**config.mk**
```make
export PLATFORM = sky130hd
export DESIGN_NAME = multicycle_cpu
export DESIGN_NICKNAME = d
export VERILOG_FILES = /design/src/rtl/multicycle_cpu.sv
export SDC_FILE = /design/constraint.sdc
export NUM_CORES = 1
export LEC_CHECK = 0
export CAP_MARGIN = 20
export CORE_ASPECT_RATIO = 1.25
export CORE_MARGIN = 4
export CORE_UTILIZATION = 36
export DETAILED_ROUTE_END_ITERATION = 12
export HOLD_SLACK_MARGIN = 0.1
export SETUP_SLACK_MARGIN = 0.15
export SYNTH_ARGS = -nofsm -noshare
export SYNTH_HDL_FRONTEND = slang
export SYNTH_SLANG_ARGS = --single-unit
```
**constraint.sdc**
```tcl
create_clock -name clock -period 21.1 [get_ports clock]
set_clock_uncertainty 0.15 [all_clocks]
set_input_delay 3.165 -clock clock [delete_from_list [all_inputs] [get_ports clock]]
set_output_delay 3.165 -clock clock [all_outputs]
set_load 0.1 [all_outputs]
```
**src/rtl/multicycle_cpu.sv**
```systemverilog
// Multi-cycle 8-bit-ISA core (ADD/LW/SW/BR) with valid-qualified fetch and display port.
// Define MCPU_HALT_EN to turn branch-to-self (0xFF) into a terminal HALT state.
module multicycle_cpu #(
    parameter int DATA_W     = 8,
    parameter int PC_W       = 8,
    parameter int DMEM_DEPTH = 32
) (
    input  logic              clock,
    input  logic              reset,
    output logic [PC_W-1:0]   instr_addr,
    output logic              instr_req,
    input  logic [7:0]        instr_data,
    input  logic              instr_valid,
    output logic [DATA_W-1:0] disp_data,
    output logic              disp_valid,
    output logic              halted,
    output logic [2:0]        state_dbg
);
    localparam int AW = $clog2(DMEM_DEPTH);

    typedef enum logic [2:0] {
        S_FETCH  = 3'd0,
        S_DECODE = 3'd1,
        S_EXEC   = 3'd2,
        S_MEM    = 3'd3,
        S_WB     = 3'd4,
        S_HALT   = 3'd5
    } state_t;

    localparam logic [1:0] OP_ADD = 2'b00;
    localparam logic [1:0] OP_LW  = 2'b01;
    localparam logic [1:0] OP_SW  = 2'b10;
    localparam logic [1:0] OP_BR  = 2'b11;

    state_t            state, state_next;
    logic [PC_W-1:0]   pc;
    logic [7:0]        ir;
    logic [DATA_W-1:0] a, b, alu_out, mdr;
    logic [DATA_W-1:0] gpr [4];
    logic [DATA_W-1:0] mem [DMEM_DEPTH];

    logic [1:0]        op, rs, rt, rd, wb_dst;
    logic [DATA_W-1:0] imm_d, wb_val;
    logic [PC_W-1:0]   imm_p;
    logic [AW-1:0]     addr;
    logic              halt_br;
    logic              addr_unused;

    assign op     = ir[7:6];
    assign rs     = ir[5:4];
    assign rt     = ir[3:2];
    assign rd     = ir[1:0];
    assign imm_d  = {{(DATA_W-2){ir[1]}}, ir[1:0]};
    assign imm_p  = {{(PC_W-2){ir[1]}}, ir[1:0]};
    assign addr   = alu_out[AW-1:0];
    assign addr_unused = ^alu_out[DATA_W-1:AW];
    assign wb_val = (op == OP_LW) ? mdr : alu_out;
    assign wb_dst = (op == OP_LW) ? rt : rd;

`ifdef MCPU_HALT_EN
    assign halt_br = (ir == 8'hFF);
    assign halted  = (state == S_HALT);
`else
    assign halt_br = 1'b0;
    assign halted  = 1'b0;
`endif

    assign instr_addr = pc;
    assign instr_req  = (state == S_FETCH);
    assign state_dbg  = state;

    always_ff @(posedge clock or posedge reset) begin
        if (reset) state <= S_FETCH;
        else       state <= state_next;
    end

    always_comb begin
        state_next = state;
        unique case (state)
            S_FETCH:  if (instr_valid) state_next = S_DECODE;
            S_DECODE: state_next = S_EXEC;
            S_EXEC: begin
                if (op == OP_BR)       state_next = halt_br ? S_HALT : S_FETCH;
                else if (op == OP_ADD) state_next = S_WB;
                else                   state_next = S_MEM;
            end
            S_MEM:    state_next = (op == OP_LW) ? S_WB : S_FETCH;
            S_WB:     state_next = S_FETCH;
            S_HALT:   state_next = S_HALT;
            default:  state_next = S_FETCH;
        endcase
    end

    // Data memory resets to an identity pattern so loads are observable without a preload.
    always_ff @(posedge clock or posedge reset) begin
        if (reset) begin
            pc         <= '0;
            ir         <= '0;
            a          <= '0;
            b          <= '0;
            alu_out    <= '0;
            mdr        <= '0;
            disp_data  <= '0;
            disp_valid <= 1'b0;
            for (int unsigned i = 0; i < 4; i++) gpr[i] <= '0;
            for (int unsigned i = 0; i < DMEM_DEPTH; i++) mem[i] <= DATA_W'(i);
        end else begin
            disp_valid <= (state == S_WB);
            case (state)
                S_FETCH:  if (instr_valid) ir <= instr_data;
                S_DECODE: begin
                    a <= gpr[rs];
                    b <= gpr[rt];
                end
                S_EXEC: begin
                    alu_out <= a + ((op == OP_ADD) ? b : imm_d);
                    if (op == OP_BR) begin
                        if (!halt_br) pc <= pc + PC_W'(1) + imm_p;
                    end else begin
                        pc <= pc + PC_W'(1);
                    end
                end
                S_MEM: begin
                    if (op == OP_LW)      mdr <= mem[addr];
                    else if (op == OP_SW) mem[addr] <= b;
                end
                S_WB: begin
                    gpr[wb_dst] <= wb_val;
                    disp_data   <= wb_val;
                end
                default: ;
            endcase
        end
    end
endmodule

```
Word level (Yosys, flattened, before mapping)
Index checks and enable logic that the tools add are counted.
{"block": "totals", "reg_bits": 348, "latch_bits": 0, "mem_bits_rw": 0, "mem_bits_ro": 0, "inputBits": 11, "out_inout_bits": 22, "elab_cells": 99, "n_memories": 0}
{"block": "classes", "add_sub_neg": 3, "n_mul": 0, "n_div": 0, "n_lt_le_gt_ge": 6, "eq_ne": 9, "shifts": 0, "muxes": 24, "bitwise": 5, "reduce_logical": 7}
{"op": "256-bit bitwise mux", "n": 1}
{"op": "8-bit 2-to-1 mux", "n": 11}
{"op": "8-bit binary-select mux with 5-bit select", "n": 1}
{"op": "8-bit demux with 5-bit select", "n": 1}
{"op": "8-bit binary-select mux with 2-bit select", "n": 2}
{"op": "32-bit bitwise mux", "n": 1}
{"op": "8-bit adder", "n": 2}
{"op": "8-bit demux with 2-bit select", "n": 1}
{"op": "3-bit case mux with 5 select lines", "n": 1}
{"op": "3-bit 2-to-1 mux", "n": 4}
{"op": "3-bit >= comparator (second input constant)", "n": 3}
{"op": "2-bit NOT with 3-bit output", "n": 3}
{"op": "8-bit by 1-bit adder with 8-bit output (second input constant)", "n": 1}
{"op": "3-bit by 2-bit == test with 1-bit output (second input constant)", "n": 2}
{"op": "3-bit == test (second input constant)", "n": 2}
{"op": "6-bit >= comparator (second input constant)", "n": 1}
{"op": "6-bit by 1-bit < comparator with 1-bit output (second input constant)", "n": 1}
{"op": "5-bit NOT with 6-bit output", "n": 1}
{"op": "2-bit == test (second input constant)", "n": 2}
{"op": "2-bit AND reduction", "n": 2}
{"op": "3-bit by 1-bit == test with 1-bit output (second input constant)", "n": 1}
{"op": "3-bit logical NOT", "n": 1}
{"op": "3-bit by 1-bit < comparator with 1-bit output (second input constant)", "n": 1}
{"op": "3-bit AND reduction", "n": 1}
{"op": "other kinds (6)", "n": 7}

Longest topological paths before layout
Gate-level depths: netlist (run 1).
{"block": "depth", "ltp_word": 8, "depth_mapped": 13, "depth_no_buf": 12}

Worst setup path before layout (run 1)
No wires, ideal clock.
{"block": "synth_path", "kind": "reg-to-output", "from": "register state[0] (netlist: state_dbg[0])", "to": "output port instr_req", "arrival_time_ns": 3.171, "required_ns": 17.785, "slack_ns": 14.614, "path_stages_with_launch": 3, "n_path_buf": 1, "path_cell_list": "dfrtp_1 -> buf_1 -> nor3_1"}
{"block": "synth_between", "elab_chain_cells": 1}
{"item": "start: declaration", "line_no": "35", "text": "state_t state, state_next;"}
{"item": "start signal: assignment", "line_no": "74", "text": "else state <= state_next;"}
{"item": "3-bit logical NOT", "line_no": "69", "text": "assign instr_req = (state == S_FETCH);"}
{"item": "end: declaration", "line_no": "11", "text": "output logic instr_req,"}
No other way between the ends.

Worst setup path after layout (run 1)
Ends and elaborated chain as after synthesis.

==> results of run 1 <==
## cell families (layout without fill, tap and decap cells)
logic type,after synthesis,in the layout,synth area share
other cells,1,1,0.000223
flops,348,348,0.525
simple gates,249,249,0.0734
buf+inv,99,130,0.0248
compound gates,152,152,0.0558
fa+ha+maj,22,22,0.0173
xor+xnor,16,16,0.00835
mux,391,391,0.295
## state kept, by name, indices dropped and copies added, names as in the netlist
register	flops
mem	256
gpr	32
a	8
alu_out	8
b	8
disp_data	8
instr_addr	8
ir	8
mdr	8
state_dbg	3
disp_valid	1
## layer usage
layer	track usage	up-vias	wire (um)
li1	-	4655	-
met1	0.210	5352	17300
met2	0.283	165	20900
met3	0.0203	57	1160
met4	0.0512	0	1190
met5	0	-	0
## worst min-delay path: stages, from the launching register on
cell and delay [ns]:
dfrtp_1 0.34, nand2_1 0.04, o21ai_0 0.06
## power by group through the flow
stage	combinational, mW	sequential [mW]	clock, mW
5_1_grt	0.899	0.880	0.685
6_report	0.829	0.865	0.641
3_5_place_dp	0.818	0.885	0
3_3_place_gp	0.808	0.879	0
4_1_cts	0.821	0.875	0.658
2_1_floorplan	0.522	0.947	0
## metrics by stage
stage,hold WS (ns),cells,setup WS (ns),util,power (mW)
finish,0.331,1894,15.33,0.409,2.33
global route,0.362,1894,15.04,0.409,2.46
detailed placement,0.321,1826,14.78,0.382,1.70
floorplan,0.299,1278,8.27,-,1.47
CTS,0.334,1893,15.30,0.408,2.35
global placement,0.315,1826,14.88,0.382,1.69
## cells in the final DEF (no fill, tap or decap), drive strengths merged, types with 4 or more instances in the layout
master	synthesis	routed
dfrtp	268	268
mux4	55	55
or3	4	4
clkinv	0	6
nor3	18	18
nand2	90	90
nand2b	5	5
nor2b	7	7
a22oi	11	11
nor2	75	75
nand3	12	12
inv	13	14
xor2	9	9
xnor2	7	7
mux2i	56	56
a21oi	31	31
o21ai	52	52
a31oi	10	10
ha	20	20
clkbuf	55	58
o22ai	13	13
nor4	4	4
nor3b	5	5
dfstp	80	80
clkdlybuf4s50	0	31
and3	7	7
buf	31	19
o221ai	4	4
mux2	280	280
nand4	5	5
## final cells by class
cell class / instances / area share
clock buffers: 58 / 0.0565
clock inverters: 9 / 0.00664
inverters: 13 / 0.00299
multi-input cells: 831 / 0.402
flip-flops and latches: 348 / 0.467
well taps: 585 / 0.0388
repair buffers: 50 / 0.0257
## synthesized netlist by cell type (3+ instances only)
cell,n
a211oi_1,3
a21oi_1,31
a221o_1,3
a22oi_1,11
a31oi_1,10
and2_1,3
and3_1,7
buf_1,3
buf_2,24
buf_4,4
clkbuf_1,55
dfrtp_1,268
dfstp_2,80
ha_1,20
inv_1,13
mux2_2,278
mux2i_1,56
mux4_2,55
nand2_1,88
nand2b_1,5
nand3_1,12
nand4_1,5
nor2_1,54
nor2_2,20
nor2b_1,7
nor3_1,14
nor3_2,3
nor3b_1,5
nor4_1,4
o211ai_1,3
o21ai_0,51
o221ai_1,4
o22ai_1,13
o31ai_1,3
or2_2,3
or3_1,4
xnor2_1,7
xor2_1,9
## worst max-delay path by stage
stage,start,to,slack [ns],cells past startpoint
after detailed placement,reset,mem[8]$_DFFE_PP0P_,14.78,4
after floorplan,reset,a[0]$_DFFE_PP0N_,8.27,1
final,state_dbg[0]$_DFFE_PP0P_,instr_req,15.33,2
after CTS,state_dbg[0]$_DFFE_PP0P_,instr_req,15.30,2
after global routing,reset,mdr[3]$_DFFE_PP0P_,15.04,4
after global placement,reset,mem[8]$_DFFE_PP0P_,14.88,4
==> out/results.tsv, run 1 <==
metric	value	unit
pwr_density_cell	124	nW/um^2
synth_ff_type	dfrtp_1	
fillers	4296	
cts-resized-gates	0	
die_w	201	um
r2r_slack	17.87	ns
grt_pass1_vias	10600	
rr_startpoint	instr_addr[0]$_DFFE_PP0P_	
slowest_stage	clkdlybuf4s50_1	
status	finished, final reports clean	
hold_viol	0	
drive_above_1_share	0.398	
rr_endpoint	instr_addr[7]$_DFFE_PP0P_	
fmax	0.173	GHz
tightest_slew	1.04	ns
clk_latency	0.55	ns
h-tree-depth	2	
hold_start	alu_out[5]$_DFFE_PP0P_	
grt_max_degree	146	
combPwrFrac	0.355	
cts_hold_buf	0	
final.min_clock_period	5.77	ns
intPower	1.42	mW
start_util	0.364	
yosysWarnings	0	
p_switching	916	uW
num_antenna_cells	0	
ys_ff_latch	348	
dr.pass1.iters	4	
hold_path_class	flop to flop	
sequentialPowerShare	0.370	
slowest_delay	1.16	ns
ant_nets	0	
final_cell_area	18900	um^2
drtIter0Drc	620	
syn_to_final_growth	12.4	%
synthCells	1278	
placementRows	88	
drv_cap	0	
num_vias	10200	
routabilityCongestion	0.795	
vias_per_cell	5.40	
crit_chain	nor3_1 -> clkdlybuf4s50_1	
clkTransAtPathRegs	0.06	ns
clockBufferDepth	3	
drt-wirelength-per-cell	21.5	um
min_delay_path_depth	2	
port_buffers	31	
ys_types	66	
coreArea	46100	um^2
slew_headroom	0.305	
multi_input_area	7580	um^2
arrival	2.46	ns
avgSynthCellArea	13.1	um^2
reg2regPathDepth	9	
cts_root_buffer	clkbuf_16	
synthArstFlopShare	1.00	
synth_top_area_share	0.400	
cts_sinks	348	
leakagePower	8.16	nW
boundaryPins	33	
fin_crit_sh	0.274	
synth.area.top_cells	dfrtp_1 (40%), mux2_2 (19%), dfstp_2 (13%)	
syn_area	16800	um^2
p_clk_frac	0.275	
die_y	249	um
rsz0062_at_grt	no	
cts_buffers	37	
wirelength	40600	um
sw_frac_of_total	0.392	
hpwl	26300	um
grt_pass1_wl	64400	um
synth-seq-area-share	0.525	
synth_edf_count	0	
syn-num-nets	1311	
required	17.79	ns
seq_area	8810	um^2
path_buf_inv	1	
fp.dieArea	50200	um^2
ir_drop	48.4	uV
cts_tree	yes	
critPathLaunchType	flop	
num-nets-final	1314	
drc	0	
postCtsSetupRepairBufs	0	
path_delay_family	buffers and inverters	
crit_type	flop to output pin	
yosys.area.top_type	dfrtp_1	
place_area	17600	um^2
track_usage	0.162	
hold_end	alu_out[5]$_DFFE_PP0P_	
finalSetupViolCount	0	
setup_tns	0	ns
slew_violations	0	
path_max_fanout	13	
antenna_found_initial	0	
grt_overflow	0	
endpoint_kind	output pin	
Power figures use the tool's default switching activity.
==> run 2: changes to the inputs <==
clock period = 5.3 ns   (was 21.1 ns; I/O delays follow)
==> run 2 against run 1 <==
Effect of this change: non-clock buffer count is 2 higher; largest power group unchanged; core utilization rose by 0.31 points; critical endpoint unchanged; register-to-register slack got worse by 16 ns.
==> out/results.tsv, run 2 (same netlist as run 1, synthesis figures left out) <==
metric	value	unit	change
fp.dieArea	50200	um^2	unchanged
h-tree-depth	2		unchanged
num-nets-final	1318		+0.30%
p_switching	3.67	mW	+300%
clockBufferDepth	3		unchanged
status	finished, final reports clean		
drv_cap	0		unchanged
reg.largest.list	mem x256, gpr x32		
routabilityCongestion	0.858		+7.8%
layout.cells.most_common	mux2_2		
leakagePower	8.23	nW	+0.86%
final.min_clock_period	3.39	ns	
path_delay_family	buffers and inverters		
ant_nets	0		unchanged
cts_sinks	348		unchanged
vias_per_cell	5.48		+1.4%
final_util	0.412		+0.00312
crit_type	flop to output pin		
port_buffers	31		unchanged
critPathLaunchType	flop		
cts_tree	yes		
fmax	0.295	GHz	
dr.pass1.iters	7		+3
clk_latency	0.53	ns	-0.02 ns
num_vias	10400		+1.7%
grt_pass1_wl	65400	um	+1.6%
hold_path_class	flop to flop		
pwr_density_cell	501	nW/um^2	+300%
grt_overflow	0		unchanged
die_y	249	um	unchanged
cts_hold_buf	0		unchanged
slew_headroom	0.248		-0.0573
drive_above_1_share	0.405		+0.00686
finalSetupViolCount	0		unchanged
slew_violations	0		unchanged
antenna_found_initial	0		unchanged
grt_max_degree	167		+14%
coreArea	46100	um^2	unchanged
p_clk_frac	0.289		+0.014
endpoint_kind	output pin		
cts_buffers	39		+5.4%
dp_slack	1.74	ns	-13.04 ns
path_max_fanout	13		unchanged
grt_pass1_vias	10700		+1.2%
cts_root_buffer	clkbuf_16		
ir_drop	210	uV	+330%
drtIter0Drc	649		+4.7%
slowest_stage	clkdlybuf4s50_1		
clkTransAtPathRegs	0.06	ns	about the same
instances_no_fill	1899		+0.26%
path_buf_inv	1		unchanged
sequentialPowerShare	0.370		about the same
setup_ws	1.91	ns	-13.42 ns
regMostFlops	mem		
largest_reg_flops	256		unchanged
start_util	0.364		unchanged
hpwl	27200	um	+3.4%
setup_tns	0	ns	unchanged
hold_viol	0		unchanged
syn_to_final_growth	13.2	%	
cts-resized-gates	0		unchanged
postCtsSetupRepairBufs	0		unchanged
crit_chain	nor3_1 -> clkdlybuf4s50_1		
intPower	5.84	mW	+310%
fin_crit_sh	0.640		
required	4.36	ns	-13.43 ns
die_w	201	um	unchanged
combPwrFrac	0.341		-0.014
rsz0062_at_grt	no		
drt-wirelength-per-cell	21.9	um	+2.0%
sw_frac_of_total	0.386		-0.00614
drc	0		unchanged
placementRows	88		unchanged
tightest_slew	1.12	ns	+0.0888 ns
dp_cells	1828		+0.11%
wirelength	41600	um	+2.3%
most-common-layout-cells	mux2_2 (278), dfrtp_1 (265), nand2_1 (88), dfstp_2 (80), mux2i_1 (56)		
boundaryPins	33		unchanged
slowest_delay	1.16	ns	about the same
p_total	9.51	mW	+310%
arrival	2.45	ns	about the same
num_antenna_cells	0		unchanged
track_usage	0.165		+0.00274
fillers	4252		-1.0%
## run 2: power groups by stage
| stage | clock network [mW] | logic (mW) | registers (mW) |
|---|---|---|---|
| finish | 2.74 | 3.24 | 3.52 |
| CTS | 2.80 | 3.26 | 3.53 |
| global placement | 0 | 3.16 | 3.58 |
| detailed placement | 0 | 3.25 | 3.57 |
| global route | 2.92 | 3.50 | 3.59 |
| floorplan | 0 | 2.08 | 3.77 |
## run 2: layout make-up
class                   count  area, um^2  area share
clock buffers              61        1180      0.0620
clock inverters             9         126     0.00665
inverters                  13        52.6     0.00277
multi-input cells         831        7580       0.399
flip-flops and latches    348        8810       0.464
well taps                 585         732      0.0385
repair buffers             52         517      0.0272
## run 2: final timing paths
check | from | cells after the start | endpoint | slack, ns
hold reg to reg | mem[181]$_DFFE_PP0P_ | 1 | mem[181]$_DFFE_PP0P_ | 0.34
max in group asynchronous | reset | 3 | mem[8]$_DFFE_PP0P_ | 3.30
setup reg to reg | instr_addr[0]$_DFFE_PP0P_ | 9 | instr_addr[7]$_DFFE_PP0P_ | 2.13
min in group asynchronous | reset | 2 | gpr[26]$_DFFE_PP0P_ | 0.46
setup / recovery | state_dbg[0]$_DFFE_PP0P_ | 2 | instr_req | 1.91
hold / removal | mem[181]$_DFFE_PP0P_ | 1 | mem[181]$_DFFE_PP0P_ | 0.34
## run 2: through the flow
stage	hold WS (ns)	area, um^2
finish	0.336	19000
global placement	0.316	17700
global route	0.362	19000
detailed placement	0.331	17700
CTS	0.343	19000
floorplan	0.299	16800
## run 2: metal layers
metal | vias up | GRT usage | wire, um
li1 | 4672 | - | -
met5 | - | 0 | 0
met4 | 0 | 0.0565 | 1370
met2 | 222 | 0.277 | 20600
met3 | 72 | 0.0250 | 1540
met1 | 5433 | 0.218 | 18100
==> run 3: changes to the inputs <==
clock period = 2.85 ns   (was 5.3 ns; I/O delays follow)
==> run 3 against run 2 <==
Effect of this change: wire length rose by 0.73%; worst hold slack got worse by 0.20 ns; combinational power up 110%; worst setup slack got worse by 1.7 ns; sequential share of layout area down 1.9 points; via count is 2.1% higher; final cell count is 4.6% higher; critical path type is now flop to flop; critical endpoint is now instr_addr[7]$_DFFE_PP0P_; largest cell class unchanged; largest power group is now combinational logic; highest routed layer unchanged.
==> out/results.tsv, run 3 (same netlist as run 1, synthesis figures left out) <==
metric	value	unit	change
reg2regPathDepth	10		+1
clk_latency	0.55	ns	+0.02 ns
endpoint_kind	flop		
required	3.15	ns	-1.21 ns
hold_viol	0		unchanged
cts_sinks	348		unchanged
place_area	18400	um^2	+3.9%
start_util	0.364		unchanged
grt_pass1_wl	67000	um	+2.5%
wl_met1	17700	um	-1.9%
cts_root_buffer	clkbuf_16		
sw_frac_of_total	0.384		-0.00193
path_buf_inv	1		unchanged
die_w	201	um	unchanged
cts_tree	yes		
cts_buffers	38		-2.6%
final.min_clock_period	2.64	ns	
largest_reg_flops	256		unchanged
critPathLaunchType	flop		
boundaryPins	33		unchanged
fmax	0.379	GHz	
tightest_slew	0.713	ns	-0.411 ns
p_clk_frac	0.284		-0.005
antenna_found_initial	0		unchanged
slowest_stage	dfrtp_1		
reg.largest.list	mem x256, gpr x32		
leakagePower	8.77	nW	+6.5%
h-tree-depth	2		unchanged
wl_met3	1380	um	-10%
combPwrFrac	0.370		+0.029
ant_nets	0		unchanged
dr.pass1.iters	4		-3
placementRows	88		unchanged
syn_to_final_growth	18.2	%	
slew_violations	0		unchanged
slew_headroom	0.525		+0.277
cp_common_cell	and3_4		
fp.dieArea	50200	um^2	unchanged
port_buffers	31		unchanged
endpoint	instr_addr[7]$_DFFE_PP0P_		
finalSetupViolCount	0		unchanged
intPower	11.3	mW	+93%
route.met2.wl	21800	um	+5.9%
startpoint	instr_addr[1]$_DFFE_PP0P_		
most-common-layout-cells	mux2_2 (278), dfrtp_1 (266), buf_4 (116), nand2_1 (88), dfstp_2 (80)		
cts_hold_buf	0		unchanged
regMostFlops	mem		
path_delay_family	compound AO/OA/AOI/OAI gates		
pwr_density_cell	925	nW/um^2	+85%
r2r_slack	0.21	ns	-1.92 ns
layout.cells.most_common	mux2_2		
crit_chain	ha_2 -> and3_4 -> xor2_1 -> ha_1 -> and3_4 -> a2111oi_4 -> buf_4 -> o21a_1 -> mux2i_1 -> a2bb2oi_1		
num_vias	10600		+2.1%
rsz0062_at_grt	yes		
coreArea	46100	um^2	unchanged
fin_crit_sh	0.925		
p_total	18.3	mW	+93%
grt_max_degree	47		-72%
arrival	2.94	ns	+0.49 ns
die_y	249	um	unchanged
num-nets-final	1405		+6.6%
drive_above_1_share	0.465		+0.0598
drv_cap	0		unchanged
rr_startpoint	instr_addr[1]$_DFFE_PP0P_		
routabilityCongestion	0.829		-3.3%
top_layer	met4		
final_cell_area	19800	um^2	+4.4%
crit_type	flop to flop		
drtIter0Drc	514		-21%
hpwl	28700	um	+5.6%
drc	0		unchanged
ir_drop	394	uV	+88%
clkTransAtPathRegs	0.06	ns	about the same
track_usage	0.167		+0.00232
p_switching	7.05	mW	+92%
vias_per_cell	5.35		-2.4%
slowest_delay	0.38	ns	-0.78 ns
wirelength	41900	um	+0.73%
path_max_fanout	4		-9
worst-path-stages	10		+8
rr_endpoint	instr_addr[7]$_DFFE_PP0P_		
grt_pass1_vias	11300		+4.8%
clockBufferDepth	3		unchanged
drt-wirelength-per-cell	21.1	um	-3.7%
status	finished, final reports clean		
grt_overflow	0		unchanged
hold_path_class	input port to async pin		
num_antenna_cells	0		unchanged
sequentialPowerShare	0.346		-0.024
## run 3: worst min-delay path by stage
stage / endpoint / cells past startpoint / start / slack [ns]
after global routing: gpr[28]$_DFFE_PP0P_ / 2 / reset / 0.18
after CTS: gpr[28]$_DFFE_PP0P_ / 2 / reset / 0.13
final: gpr[28]$_DFFE_PP0P_ / 2 / reset / 0.13
after floorplan: alu_out[5]$_DFFE_PP0P_ / 2 / alu_out[5]$_DFFE_PP0P_ / 0.30
after global placement: gpr[14]$_DFFE_PP0P_ / 2 / gpr[14]$_DFFE_PP0P_ / 0.32
after detailed placement: mem[248]$_DFFE_PP0P_ / 1 / mem[248]$_DFFE_PP0P_ / 0.33
## run 3: area by class of cell
type,count,area (um^2)
clock buffers,52,1080
clock inverters,17,245
fillers,4155,26300
inverters,13,52.6
multi-input cells,831,7650
flip-flops and latches,348,8810
well taps,585,732
repair buffers,140,1250
## run 3: power by group through the flow
stage / registers, mW / logic, mW / clock network, mW
after floorplan: 7.02 / 3.88 / 0
after global placement: 6.40 / 6.48 / 0
after detailed placement: 6.43 / 6.58 / 0
after CTS: 6.35 / 6.71 / 5.35
after global routing: 6.44 / 7.33 / 5.56
final: 6.34 / 6.79 / 5.21
## run 3: timing repair
item,CTS,global route
pin swaps,2,8
gates resized for setup,8,6
setup endpoints to repair,3,14
setup buffers,2,3
## run 3: through the flow
step / utilization / std cells / setup WS (ns) / hold WS [ns] / TNS (ns)
final: 0.430 / 1986 / 0.213 / 0.134 / 0
after global routing: 0.430 / 1986 / 0.103 / 0.181 / 0
after CTS: 0.428 / 1982 / 0.164 / 0.135 / 0
after detailed placement: 0.398 / 1911 / 0.0407 / 0.332 / 0
after global placement: 0.398 / 1911 / 0.0814 / 0.323 / 0
after floorplan: - / 1278 / -2.32 / 0.299 / -709.08
## run 3: per-layer routing
metal  vias to the layer above  global-route usage
met1                      5539               0.212
met3                        55              0.0243
li1                       4868                   -
met5                         -                   0
met4                         0              0.0439
met2                       154               0.299
